**src/rtl/pipeline_hazard_ctrl_pkg.sv**
```systemverilog
// Shared types and constants for the pipeline hazard controller.
// Stage-control vectors are packed as {pc, ifid_en, ifid_flush, idex, exmem, memwb}.
package pipeline_hazard_ctrl_pkg;

  localparam int unsigned REG_AW = 3;

  typedef enum logic [1:0] {
    StRun     = 2'd0,
    StMemWait = 2'd1,
    StDrain   = 2'd2,
    StHalted  = 2'd3
  } state_e;

  typedef struct packed {
    logic pc_en;
    logic ifid_en;
    logic ifid_flush;
    logic idex_en;
    logic exmem_en;
    logic memwb_en;
  } ctrl_t;

  // Everything advances normally.
  localparam ctrl_t CtrlRun    = 6'b110111;
  // Every stage holds.
  localparam ctrl_t CtrlFreeze = 6'b000000;
  // Front end holds, ID/EX takes a bubble, back end keeps draining.
  localparam ctrl_t CtrlStall  = 6'b000011;
  // Redirect: PC loads target, IF/ID loads a NOP, ID/EX takes a bubble.
  localparam ctrl_t CtrlFlush  = 6'b111011;
  // Halt seen in EX: PC holds, IF/ID loads a NOP, ID/EX takes a bubble.
  localparam ctrl_t CtrlHalt   = 6'b011011;
  // Only EX/MEM and MEM/WB continue while the back end retires.
  localparam ctrl_t CtrlDrain  = 6'b000011;

endpackage

```
**src/rtl/pipeline_hazard_ctrl_sat_counter.sv**
```systemverilog
// Saturating up-counter with synchronous clear; holds at all-ones.
module sat_counter #(
  parameter int unsigned Width = 16
) (
  input  logic             clk,
  input  logic             clr,
  input  logic             inc,
  output logic [Width-1:0] cnt
);

  logic [Width-1:0] cnt_d, cnt_q;

  always_comb begin
    cnt_d = cnt_q;
    if (inc && (cnt_q != '1)) begin
      cnt_d = cnt_q + 1'b1;
    end
  end

  always_ff @(posedge clk) begin
    if (clr) begin
      cnt_q <= '0;
    end else begin
      cnt_q <= cnt_d;
    end
  end

  assign cnt = cnt_q;

endmodule

```
**src/rtl/pipeline_hazard_ctrl.sv**
```systemverilog
// Sequencing and hazard controller for the 5-stage pipeline: stage enables,
// flushes and bubbles from load-use, branch/jump, memory waits and halt.
module pipeline_hazard_ctrl
  import pipeline_hazard_ctrl_pkg::*;
#(
  parameter int unsigned REG_AW      = pipeline_hazard_ctrl_pkg::REG_AW,
  parameter int unsigned CNT_W       = 16,
  parameter int unsigned MEM_TIMEOUT = 64,
  parameter int unsigned DRAIN_CYC   = 2
) (
  input  logic              clk,
  input  logic              rst,
  input  logic [REG_AW-1:0] id_rs,
  input  logic [REG_AW-1:0] id_rt,
  input  logic              id_uses_rs,
  input  logic              id_uses_rt,
  input  logic              ex_mem_read,
  input  logic [REG_AW-1:0] ex_rt,
  input  logic              ex_branch_taken,
  input  logic              ex_jump,
  input  logic              ex_halt,
  input  logic              mem_req,
  input  logic              mem_ack,
  output logic              pc_en,
  output logic              ifid_en,
  output logic              ifid_flush,
  output logic              idex_en,
  output logic              exmem_en,
  output logic              memwb_en,
  output logic              halted,
  output logic              mem_err,
  output logic [CNT_W-1:0]  stall_cnt,
  output logic [CNT_W-1:0]  flush_cnt
);

  localparam int unsigned WaitW  = $clog2(MEM_TIMEOUT + 1);
  localparam int unsigned DrainW = $clog2(DRAIN_CYC + 1);
  localparam logic [WaitW-1:0]  WaitMax  = WaitW'(MEM_TIMEOUT);
  localparam logic [DrainW-1:0] DrainMax = DrainW'(DRAIN_CYC);

  state_e            state_d, state_q;
  logic [WaitW-1:0]  wait_d, wait_q;
  logic [DrainW-1:0] drain_d, drain_q;
  logic              err_d, err_q;
  logic              halted_d, halted_q;
  ctrl_t             ctrl;
  logic              lu, mem_stall, redirect;
  logic              stall_inc, flush_inc;

  // Register 0 is hardwired, so a load targeting it never creates a hazard.
  assign lu = ex_mem_read && (ex_rt != '0) &&
              ((id_uses_rs && (id_rs == ex_rt)) || (id_uses_rt && (id_rt == ex_rt)));
  assign mem_stall = mem_req && !mem_ack;
  assign redirect  = ex_branch_taken || ex_jump;

  always_comb begin
    ctrl      = CtrlRun;
    state_d   = state_q;
    wait_d    = wait_q;
    drain_d   = drain_q;
    err_d     = err_q;
    stall_inc = 1'b0;
    flush_inc = 1'b0;

    unique case (state_q)
      StRun: begin
        if (mem_stall) begin
          ctrl    = CtrlFreeze;
          state_d = StMemWait;
          wait_d  = WaitW'(1);
        end else if (ex_halt) begin
          ctrl    = CtrlHalt;
          state_d = StDrain;
          drain_d = '0;
        end else if (redirect) begin
          ctrl      = CtrlFlush;
          flush_inc = 1'b1;
        end else if (lu) begin
          ctrl      = CtrlStall;
          stall_inc = 1'b1;
        end
      end
      StMemWait: begin
        // The ack cycle releases everything; hazards are picked up next cycle.
        if (mem_ack) begin
          ctrl    = CtrlRun;
          state_d = StRun;
          wait_d  = '0;
        end else begin
          ctrl   = CtrlFreeze;
          wait_d = wait_q + 1'b1;
          if (wait_d >= WaitMax) begin
            err_d   = 1'b1;
            state_d = StHalted;
          end
        end
      end
      StDrain: begin
        if (mem_stall) begin
          ctrl = CtrlFreeze;
        end else begin
          ctrl    = CtrlDrain;
          drain_d = drain_q + 1'b1;
          if (drain_d >= DrainMax) begin
            state_d = StHalted;
          end
        end
      end
      StHalted: begin
        ctrl = CtrlFreeze;
      end
      default: begin
        ctrl = CtrlFreeze;
      end
    endcase

    if (rst) begin
      ctrl      = CtrlRun;
      stall_inc = 1'b0;
      flush_inc = 1'b0;
    end

    halted_d = (state_d == StHalted);
  end

  always_ff @(posedge clk) begin
    if (rst) begin
      state_q  <= StRun;
      wait_q   <= '0;
      drain_q  <= '0;
      err_q    <= 1'b0;
      halted_q <= 1'b0;
    end else begin
      state_q  <= state_d;
      wait_q   <= wait_d;
      drain_q  <= drain_d;
      err_q    <= err_d;
      halted_q <= halted_d;
    end
  end

  sat_counter #(
    .Width(CNT_W)
  ) u_stall_cnt (
    .clk(clk),
    .clr(rst),
    .inc(stall_inc),
    .cnt(stall_cnt)
  );

  sat_counter #(
    .Width(CNT_W)
  ) u_flush_cnt (
    .clk(clk),
    .clr(rst),
    .inc(flush_inc),
    .cnt(flush_cnt)
  );

  assign pc_en      = ctrl.pc_en;
  assign ifid_en    = ctrl.ifid_en;
  assign ifid_flush = ctrl.ifid_flush;
  assign idex_en    = ctrl.idex_en;
  assign exmem_en   = ctrl.exmem_en;
  assign memwb_en   = ctrl.memwb_en;
  assign halted     = halted_q;
  assign mem_err    = err_q;

endmodule

```
**config.mk**
```make
export PLATFORM = sky130hd
export DESIGN_NAME = pipeline_hazard_ctrl
export DESIGN_NICKNAME = d
export VERILOG_FILES = /design/src/rtl/pipeline_hazard_ctrl_pkg.sv /design/src/rtl/pipeline_hazard_ctrl_sat_counter.sv /design/src/rtl/pipeline_hazard_ctrl.sv
export SDC_FILE = /design/constraint.sdc
export NUM_CORES = 1
export LEC_CHECK = 0
export BUFFER_PORTS_ARGS = -buffer_cell sky130_fd_sc_hd__buf_2
export CORE_MARGIN = 1.5
export CORE_UTILIZATION = 45
export CTS_CLUSTER_DIAMETER = 30
export DETAILED_ROUTE_END_ITERATION = 7
export PLACE_DENSITY = 0.79
export REMOVE_ABC_BUFFERS = 1
export SYNTH_ARGS = -nofsm -noshare
export SYNTH_HDL_FRONTEND = slang
export SYNTH_SLANG_ARGS = --single-unit
```
**constraint.sdc**
```tcl
create_clock -name clk -period 2.6 [get_ports clk]
set_clock_uncertainty 0.2 [all_clocks]
set_input_delay 0 -clock clk [delete_from_list [all_inputs] [get_ports clk]]
set_output_delay 0 -clock clk [all_outputs]
set_load 0.005 [all_outputs]
```
Word-level counts from Yosys, hierarchy flattened
Cells that the tools add are included.
Widths: inputs -> output; s select.
{"block": "totals", "elab_cells": 76, "ff_bits": 45}
{"block": "classes", "order_cmp": 2, "n_eq_ne": 12, "n_addsub": 4, "reduce_logical": 17, "n_mux": 33, "bitwise": 1}
{"operator": "$mux 6", "count": 6}
{"operator": "$add 16x1->16 const B", "count": 2}
{"operator": "$ne 16x16->1 const B", "count": 2}
{"operator": "$pmux 6 s4", "count": 1}
{"operator": "$mux 2", "count": 10}
{"operator": "$mux 7", "count": 2}
{"operator": "$pmux 7 s2", "count": 1}
{"operator": "$mux 1", "count": 11}
{"operator": "$ne 2x2->1 const B", "count": 4}
{"operator": "$add 7x1->7 const B", "count": 1}
{"operator": "$ge 7x7->1 const B", "count": 1}
{"operator": "$logic_and 1x1->1", "count": 7}
{"operator": "$eq 2x2->1 const B", "count": 3}
{"operator": "$eq 3x3->1", "count": 2}
{"operator": "$pmux 2 s3", "count": 1}
{"operator": "$pmux 2 s2", "count": 1}
{"operator": "$reduce_and 4->1", "count": 1}
{"operator": "$reduce_bool 2->1", "count": 2}
{"operator": "$reduce_and 3->1", "count": 1}
{"operator": "$reduce_bool 3->1", "count": 1}
{"operator": "$add 2x1->2 const B", "count": 1}
{"operator": "$eq 2x1->1 const B", "count": 1}
{"operator": "$ge 2x2->1 const B", "count": 1}
{"operator": "$logic_not 2->1", "count": 1}
{"operator": "other kinds (4)", "count": 5}

Longest topological paths before layout
{"block": "logic_depth", "depth_word": 11, "ltp_mapped": 8, "mapped_depth_nobuf": 6}

Cells and area by module
From an unflattened synthesis, not the netlist that was laid out.
{"block": "unflattened", "cells_unflattened": 296, "hier_area_um2": 2532.4}
{"module": "sat_counter", "cells_per_inst": 99, "instances": 2, "area_per_inst_um2": 848.3}
{"module": "pipeline_hazard_ctrl", "cells_per_inst": 98, "instances": 1, "area_per_inst_um2": 835.8}

Worst setup path before layout
No wires, ideal clock.
{"block": "synth_path", "kind": "register -> register", "start": "register state_q[1]", "end": "register u_stall_cnt.cnt_q[7], in the netlist u_stall_cnt.cnt[7]", "stages_incl_launch_ff": 7, "path_buffers": 1, "arrival_time_ns": 2.056, "synth_period_minus_slack_ns": 2.377, "path_slack_ns": 0.223, "setup_time_ns": 0.121, "path_cell_list": "dfxtp_1 -> or3_1 -> or3_1 -> a211o_4 -> buf_6 -> nor4_2 -> mux2_2"}
{"block": "synth_between", "elab_chain_cells": 4}
{"element": "from (decl)", "line_no": "pipeline_hazard_ctrl.sv:41", "text": "state_e state_d, state_q;"}
{"element": "from (signal assigned)", "line_no": "pipeline_hazard_ctrl.sv:128", "text": "state_q <= StRun;"}
{"element": "from (signal assigned)", "line_no": "pipeline_hazard_ctrl.sv:134", "text": "state_q <= state_d;"}
{"element": "$logic_not 2->1", "line_no": "pipeline_hazard_ctrl.sv:65", "text": "unique case (state_q)"}
{"element": "$mux 1", "line_no": "pipeline_hazard_ctrl.sv:65"}
{"element": "$mux 1", "line_no": "pipeline_hazard_ctrl.sv:117", "text": "if (rst) begin"}
{"element": "$logic_and 1x1->1", "line_no": "pipeline_hazard_ctrl_sat_counter.sv:15", "text": "if (inc && (cnt_q != '1)) begin"}
{"element": "to (signal assigned)", "line_no": "pipeline_hazard_ctrl_sat_counter.sv:24", "text": "cnt_q <= cnt_d;"}
{"element": "to (decl)", "line_no": "pipeline_hazard_ctrl_sat_counter.sv:11", "text": "logic [Width-1:0] cnt_d, cnt_q;"}
No other way between the ends.
A chain may end at the register's enable or synchronous reset.

Worst setup path in the final report
{"block": "layout_path", "start": "input port ex_halt", "end": "register u_stall_cnt.cnt_q[7], in the netlist u_stall_cnt.cnt[7]"}
{"block": "layout_between", "elab_chain_cells": 5}
{"element": "from (decl)", "line_no": "pipeline_hazard_ctrl.sv:21", "text": "input logic ex_halt,"}
{"element": "$mux 1", "line_no": "pipeline_hazard_ctrl.sv:71", "text": "end else if (ex_halt) begin"}
{"element": "$mux 1", "line_no": "pipeline_hazard_ctrl.sv:67", "text": "if (mem_stall) begin"}
{"element": "$mux 1", "line_no": "pipeline_hazard_ctrl.sv:65"}
{"element": "$mux 1", "line_no": "pipeline_hazard_ctrl.sv:117"}
{"element": "$logic_and 1x1->1", "line_no": "pipeline_hazard_ctrl_sat_counter.sv:15"}
No other way between the ends.

==> impl_metrics.prom <==
# TYPE chip_impl_metric gauge
chip_impl_metric{name="io_buffer_count",unit=""} 58
chip_impl_metric{name="postSynth.asyncResetShare",unit="%"} 0
chip_impl_metric{name="stdcell_area",unit="sq um"} 2980
chip_impl_metric{name="seq_area_frac_synth",unit="%"} 36.9
chip_impl_metric{name="crit_required",unit="ns"} 2.60
chip_impl_metric{name="synth_compound_area_share",unit="%"} 17.2
chip_impl_info{name="crit_path_start_kind",value="primary input"} 1
chip_impl_metric{name="grt.total_usage",unit="%"} 19.3
chip_impl_metric{name="cp.arrival",unit="ns"} 2.50
chip_impl_metric{name="ctsLongestPathBuffers",unit=""} 2
chip_impl_metric{name="power_density",unit="nW/um^2"} 467
chip_impl_metric{name="r2r_setup_slack",unit="ns"} 0.14
chip_impl_metric{name="multiInputGateArea",unit="sq um"} 1430
chip_impl_info{name="critical_path.slowest_cell",value="dlygate4sd3_1"} 1
chip_impl_info{name="timing.rr.start",value="state_q[1]"} 1
chip_impl_info{name="critPathTopFamily",value="simple AND/OR/NAND/NOR gates"} 1
chip_impl_metric{name="chipHeight",unit="um"} 76.6
chip_impl_metric{name="max_slew_margin",unit="%"} 69.2
chip_impl_metric{name="timing.final.crit_period",unit="ns"} 2.50
chip_impl_info{name="synth_top_cells_by_area",value="dfxtp_1 (37%), a21oi_1 (5.3%), nor2_1 (4.3%), xnor2_1 (4.0%), or4_1 (3.7%)"} 1
chip_impl_info{name="critical_path.most_common_cell",value="or3_1"} 1
chip_impl_metric{name="cts_post_setup_buffers_inserted",unit=""} 0
chip_impl_metric{name="die_area",unit="sq um"} 5870
chip_impl_info{name="hp-start",value="mem_req"} 1
chip_impl_metric{name="timing.final.crit_share",unit="%"} 96.0
chip_impl_metric{name="grt-ovfl-total",unit=""} 0
chip_impl_metric{name="critical_path.n_buffers_inverters",unit=""} 2
chip_impl_metric{name="floorplan.die.width",unit="um"} 76.6
chip_impl_metric{name="synthToLayoutAreaGrowth",unit="%"} 22.3
chip_impl_info{name="tritoncts",value="built"} 1
chip_impl_metric{name="layoutNonFillerInstCount",unit=""} 433
chip_impl_metric{name="worst-slew-pin-transition",unit="ns"} 0.463
chip_impl_info{name="clockRootBuffer",value="clkbuf_8"} 1
chip_impl_metric{name="fin_worst_hold_slack",unit="ns"} 0.00747
chip_impl_metric{name="critPathMaxStageDelay",unit="ns"} 0.53
chip_impl_info{name="synth_largest_area_cell",value="dfxtp_1"} 1
chip_impl_metric{name="drt_pass1_iterations",unit=""} 4
chip_impl_metric{name="clk_pin_slew",unit="ns"} 0.10
chip_impl_metric{name="routed_wl",unit="um"} 5530
chip_impl_metric{name="number_of_antenna_violations_at_the_first_check_in_global_routing",unit=""} 0
chip_impl_metric{name="setup_violations",unit=""} 0
chip_impl_metric{name="finalCoreUtilization",unit="%"} 57.6
chip_impl_metric{name="initial_core_util",unit="%"} 47.1
chip_impl_metric{name="placementRows",unit=""} 26
chip_impl_info{name="timing.critical_path.to_type",value="register"} 1
chip_impl_metric{name="antenna_diode_count",unit=""} 0
chip_impl_metric{name="synthesis.area_per_instance",unit="sq um"} 8.21
chip_impl_metric{name="yosysUniqueCellTypes",unit=""} 47
chip_impl_metric{name="peakVddDrop",unit="mV"} 0.268
chip_impl_metric{name="drive_gt1_share",unit="%"} 24.5
chip_impl_metric{name="top_level_ports",unit=""} 59
chip_impl_info{name="critical_path.reg2reg.endpoint",value="u_stall_cnt.cnt[7]"} 1
chip_impl_info{name="worstSetupPathType",value="primary input to register"} 1
chip_impl_metric{name="report.final.hold_viol_count",unit=""} 0
chip_impl_metric{name="clock_latency_reported_for_the_late_side_of_the_worst_skew_pair",unit="ns"} 0.31
chip_impl_info{name="holdCritPathClass",value="primary input to register"} 1
chip_impl_metric{name="synth-seq-cells",unit=""} 45
chip_impl_metric{name="globalplace.congestion",unit=""} 0.796
chip_impl_metric{name="fillerInstances",unit=""} 462
chip_impl_metric{name="yosys.area_share.adder",unit="%"} 1.54
chip_impl_metric{name="antenna_left",unit=""} 0
chip_impl_metric{name="max_capacitance_violation_total",unit=""} 0
chip_impl_metric{name="totalNegativeSetupSlack",unit="ns"} 0
chip_impl_metric{name="worstPathMaxFanout",unit=""} 27
chip_impl_metric{name="hold_depth",unit=""} 4
chip_impl_metric{name="synthesis.yosys.warnings",unit=""} 0
chip_impl_metric{name="ff_latch_area",unit="sq um"} 901
chip_impl_metric{name="clkSinkCount",unit=""} 45
chip_impl_metric{name="synth_enable_flop_cells",unit=""} 0
chip_impl_metric{name="yosys-mux-area-fraction",unit="%"} 3.90
chip_impl_metric{name="fmax",unit="MHz"} 400
chip_impl_metric{name="synthesis.instances",unit=""} 297
chip_impl_metric{name="slew_violations",unit=""} 0
chip_impl_metric{name="dpl.hpwl",unit="um"} 4020
chip_impl_info{name="critical_path.cell_chain",value="dlygate4sd3_1, buf_2, or3_1, or3_1, a211o_4, nor4_2, mux2_2"} 1
chip_impl_metric{name="grt_start_max_net_pins",unit=""} 46
chip_impl_metric{name="leakage",unit="nW"} 1.15
chip_impl_metric{name="vias_in_the_first_global_route",unit=""} 2215
chip_impl_metric{name="synth_xor_area_share",unit="%"} 4.31
chip_impl_metric{name="wire_length_of_the_first_global_routing_pass",unit="um"} 9440
chip_impl_info{name="hold_path_end",value="halted"} 1
chip_impl_info{name="rsz0062_at_grt",value="false"} 1
chip_impl_metric{name="post_synth_and_or_nand_nor_area_fraction",unit="%"} 31.1
chip_impl_metric{name="synthDominantCellAreaShare",unit="%"} 36.9
chip_impl_metric{name="dpl_cell_area",unit="sq um"} 2810
chip_impl_metric{name="placed_cells",unit=""} 420
chip_impl_metric{name="remaining_drc_errors",unit=""} 0
chip_impl_metric{name="detailedRoute.firstIterationViolations",unit=""} 113
chip_impl_metric{name="route.detailed.wl_per_inst",unit="um"} 12.8
chip_impl_metric{name="cts-htree-levels",unit=""} 2
chip_impl_metric{name="post_drt_via_cell_ratio",unit=""} 5.61
chip_impl_info{name="synth_top_family_by_area",value="simple AND/OR/NAND/NOR gates"} 1
chip_impl_metric{name="synthesis.area",unit="sq um"} 2440
chip_impl_metric{name="number_of_cell_instances_on_the_worst_register_to_register_path",unit=""} 5
chip_impl_metric{name="floorplan_core_area",unit="sq um"} 5170
chip_impl_info{name="synth-main-ff-cell",value="dfxtp_1"} 1
chip_impl_info{name="outcome",value="complete, no violations"} 1
chip_impl_metric{name="tritoncts.num_buffers",unit=""} 5
chip_impl_metric{name="nNetsFinal",unit=""} 384
chip_impl_metric{name="vias",unit=""} 2429
-- how the worst max path moves through the flow --
stage                             from             endpoint  slack (ns)  depth (start not counted)
floorplan           u_stall_cnt.cnt[3]   u_stall_cnt.cnt[9]       -0.26                          5
global placement            state_q[1]   u_stall_cnt.cnt[9]        0.18                          5
detailed placement          state_q[1]   u_stall_cnt.cnt[7]        0.13                          5
CTS                            ex_halt   u_stall_cnt.cnt[7]        0.08                          7
global route                   ex_halt  u_stall_cnt.cnt[11]       0.007                          7
finish                         ex_halt   u_stall_cnt.cnt[7]        0.10                          7
-- worst reg2reg max path: cells and delay by family (launching register included) --
kind	cells	cell delay (ns)
multiplexers	1	0.37
AO/OA/AOI/OAI	1	0.40
flip-flops	1	0.32
AND/OR/NAND/NOR	3	1.07
-- cell usage after synthesis, types with 2 or more instances --
cell type / count
a21o_1: 3
a21oi_1: 26
and2_1: 3
and3_1: 2
and4_1: 3
buf_2: 3
buf_4: 2
buf_6: 3
clkbuf_1: 6
dfxtp_1: 45
ha_1: 3
inv_1: 8
mux2_2: 4
mux2i_1: 5
nand2_1: 22
nand2b_1: 3
nand3_1: 13
nand3b_1: 3
nand4_1: 10
nor2_1: 28
nor2b_1: 6
nor3_1: 7
nor4_1: 8
o21ai_0: 12
o311ai_0: 2
o31ai_1: 11
o41ai_1: 3
or2_2: 4
or3_1: 10
or4_1: 12
xnor2_1: 11
-- cells in the final DEF (no fill, tap or decap), types with 2 or more instances in the layout --
| cell | synthesis | routed |
|---|---|---|
| inv_1 | 8 | 8 |
| nor2b_1 | 6 | 6 |
| nand3_1 | 13 | 13 |
| nand4_1 | 10 | 10 |
| inv_6 | 0 | 2 |
| buf_4 | 2 | 10 |
| and4_1 | 3 | 3 |
| nor4_1 | 8 | 8 |
| nand2_1 | 22 | 22 |
| nand3b_1 | 3 | 3 |
| mux2_2 | 4 | 4 |
| buf_2 | 3 | 58 |
| nor2_1 | 28 | 28 |
| o41ai_1 | 3 | 3 |
| xnor2_1 | 11 | 11 |
| and3_1 | 2 | 2 |
| dlygate4sd3_1 | 0 | 4 |
| nand2b_1 | 3 | 3 |
| o21ai_0 | 12 | 12 |
| mux2i_1 | 5 | 5 |
| ha_1 | 3 | 3 |
| a21oi_1 | 26 | 26 |
| or2_2 | 4 | 4 |
| a21o_1 | 3 | 3 |
| clkbuf_8 | 0 | 5 |
| o311ai_0 | 2 | 2 |
| nor3_1 | 7 | 6 |
| dfxtp_1 | 45 | 45 |
| or4_1 | 12 | 12 |
| or3_1 | 10 | 10 |
| and2_1 | 3 | 3 |
| o31ai_1 | 11 | 11 |
-- stage by stage --
stage | worst slack, ns | total power (W)
finish | 0.103 | 0.00139
global placement | 0.178 | 0.000844
CTS | 0.0799 | 0.00140
detailed placement | 0.130 | 0.000848
floorplan | -0.259 | 0.000787
global route | 0.00744 | 0.00145
-- where the power goes --
group | leakage, nW | internal [W] | switching [W] | total (W)
clock | 0.0591 | 0.000293 | 0.000261 | 0.000554
combinational | 0.731 | 0.0000591 | 0.0000727 | 0.000132
sequential | 0.363 | 0.000697 | 0.00000851 | 0.000706
total | 1.15 | 0.00105 | 0.000342 | 0.00139
-- registers in the layout, indices dropped and copies added, names as in the netlist --
signal and flops:
drain_q 2, halted 1, mem_err 1, state_q 2, u_flush_cnt.cnt 16, u_stall_cnt.cnt 16, wait_q 7
-- area by class of cell --
| cell class | count | area share, % |
|---|---|---|
| clock buffer | 5 | 2.31 |
| multi-input combinational | 229 | 47.9 |
| inverter | 8 | 1.01 |
| clock inverter | 3 | 1.59 |
| sequential | 45 | 30.2 |
| timing repair buffer | 73 | 14.0 |
| tap | 70 | 2.94 |
-- kinds of logic (layout without fill, tap and decap cells) --
kind of cell	count (synthesis)	count (layout)
AOI/OAI and AO/OA	66	66
xor gates and xnor gates	12	12
adders and majority gates	3	3
buffers and inverters	23	89
DFF	45	45
muxes	9	9
and+or+nand+nor	139	139
-- what timing repair did --
action	in CTS	in global routing
hold buffers	5	0
endpoints found under the hold margin	9	0
setup endpoints to repair	0	2
gates resized for setup	0	3
-- metal layers --
layer / wire length [um] / vias up / GRT usage (%)
li1: - / 1228 / -
met1: 2440 / 1151 / 22.2
met2: 2800 / 43 / 34.6
met3: 218 / 7 / 4.19
met4: 61 / 0 / 7.59
met5: 0 / - / 0
Note: power is estimated with default switching activity, not from simulation.
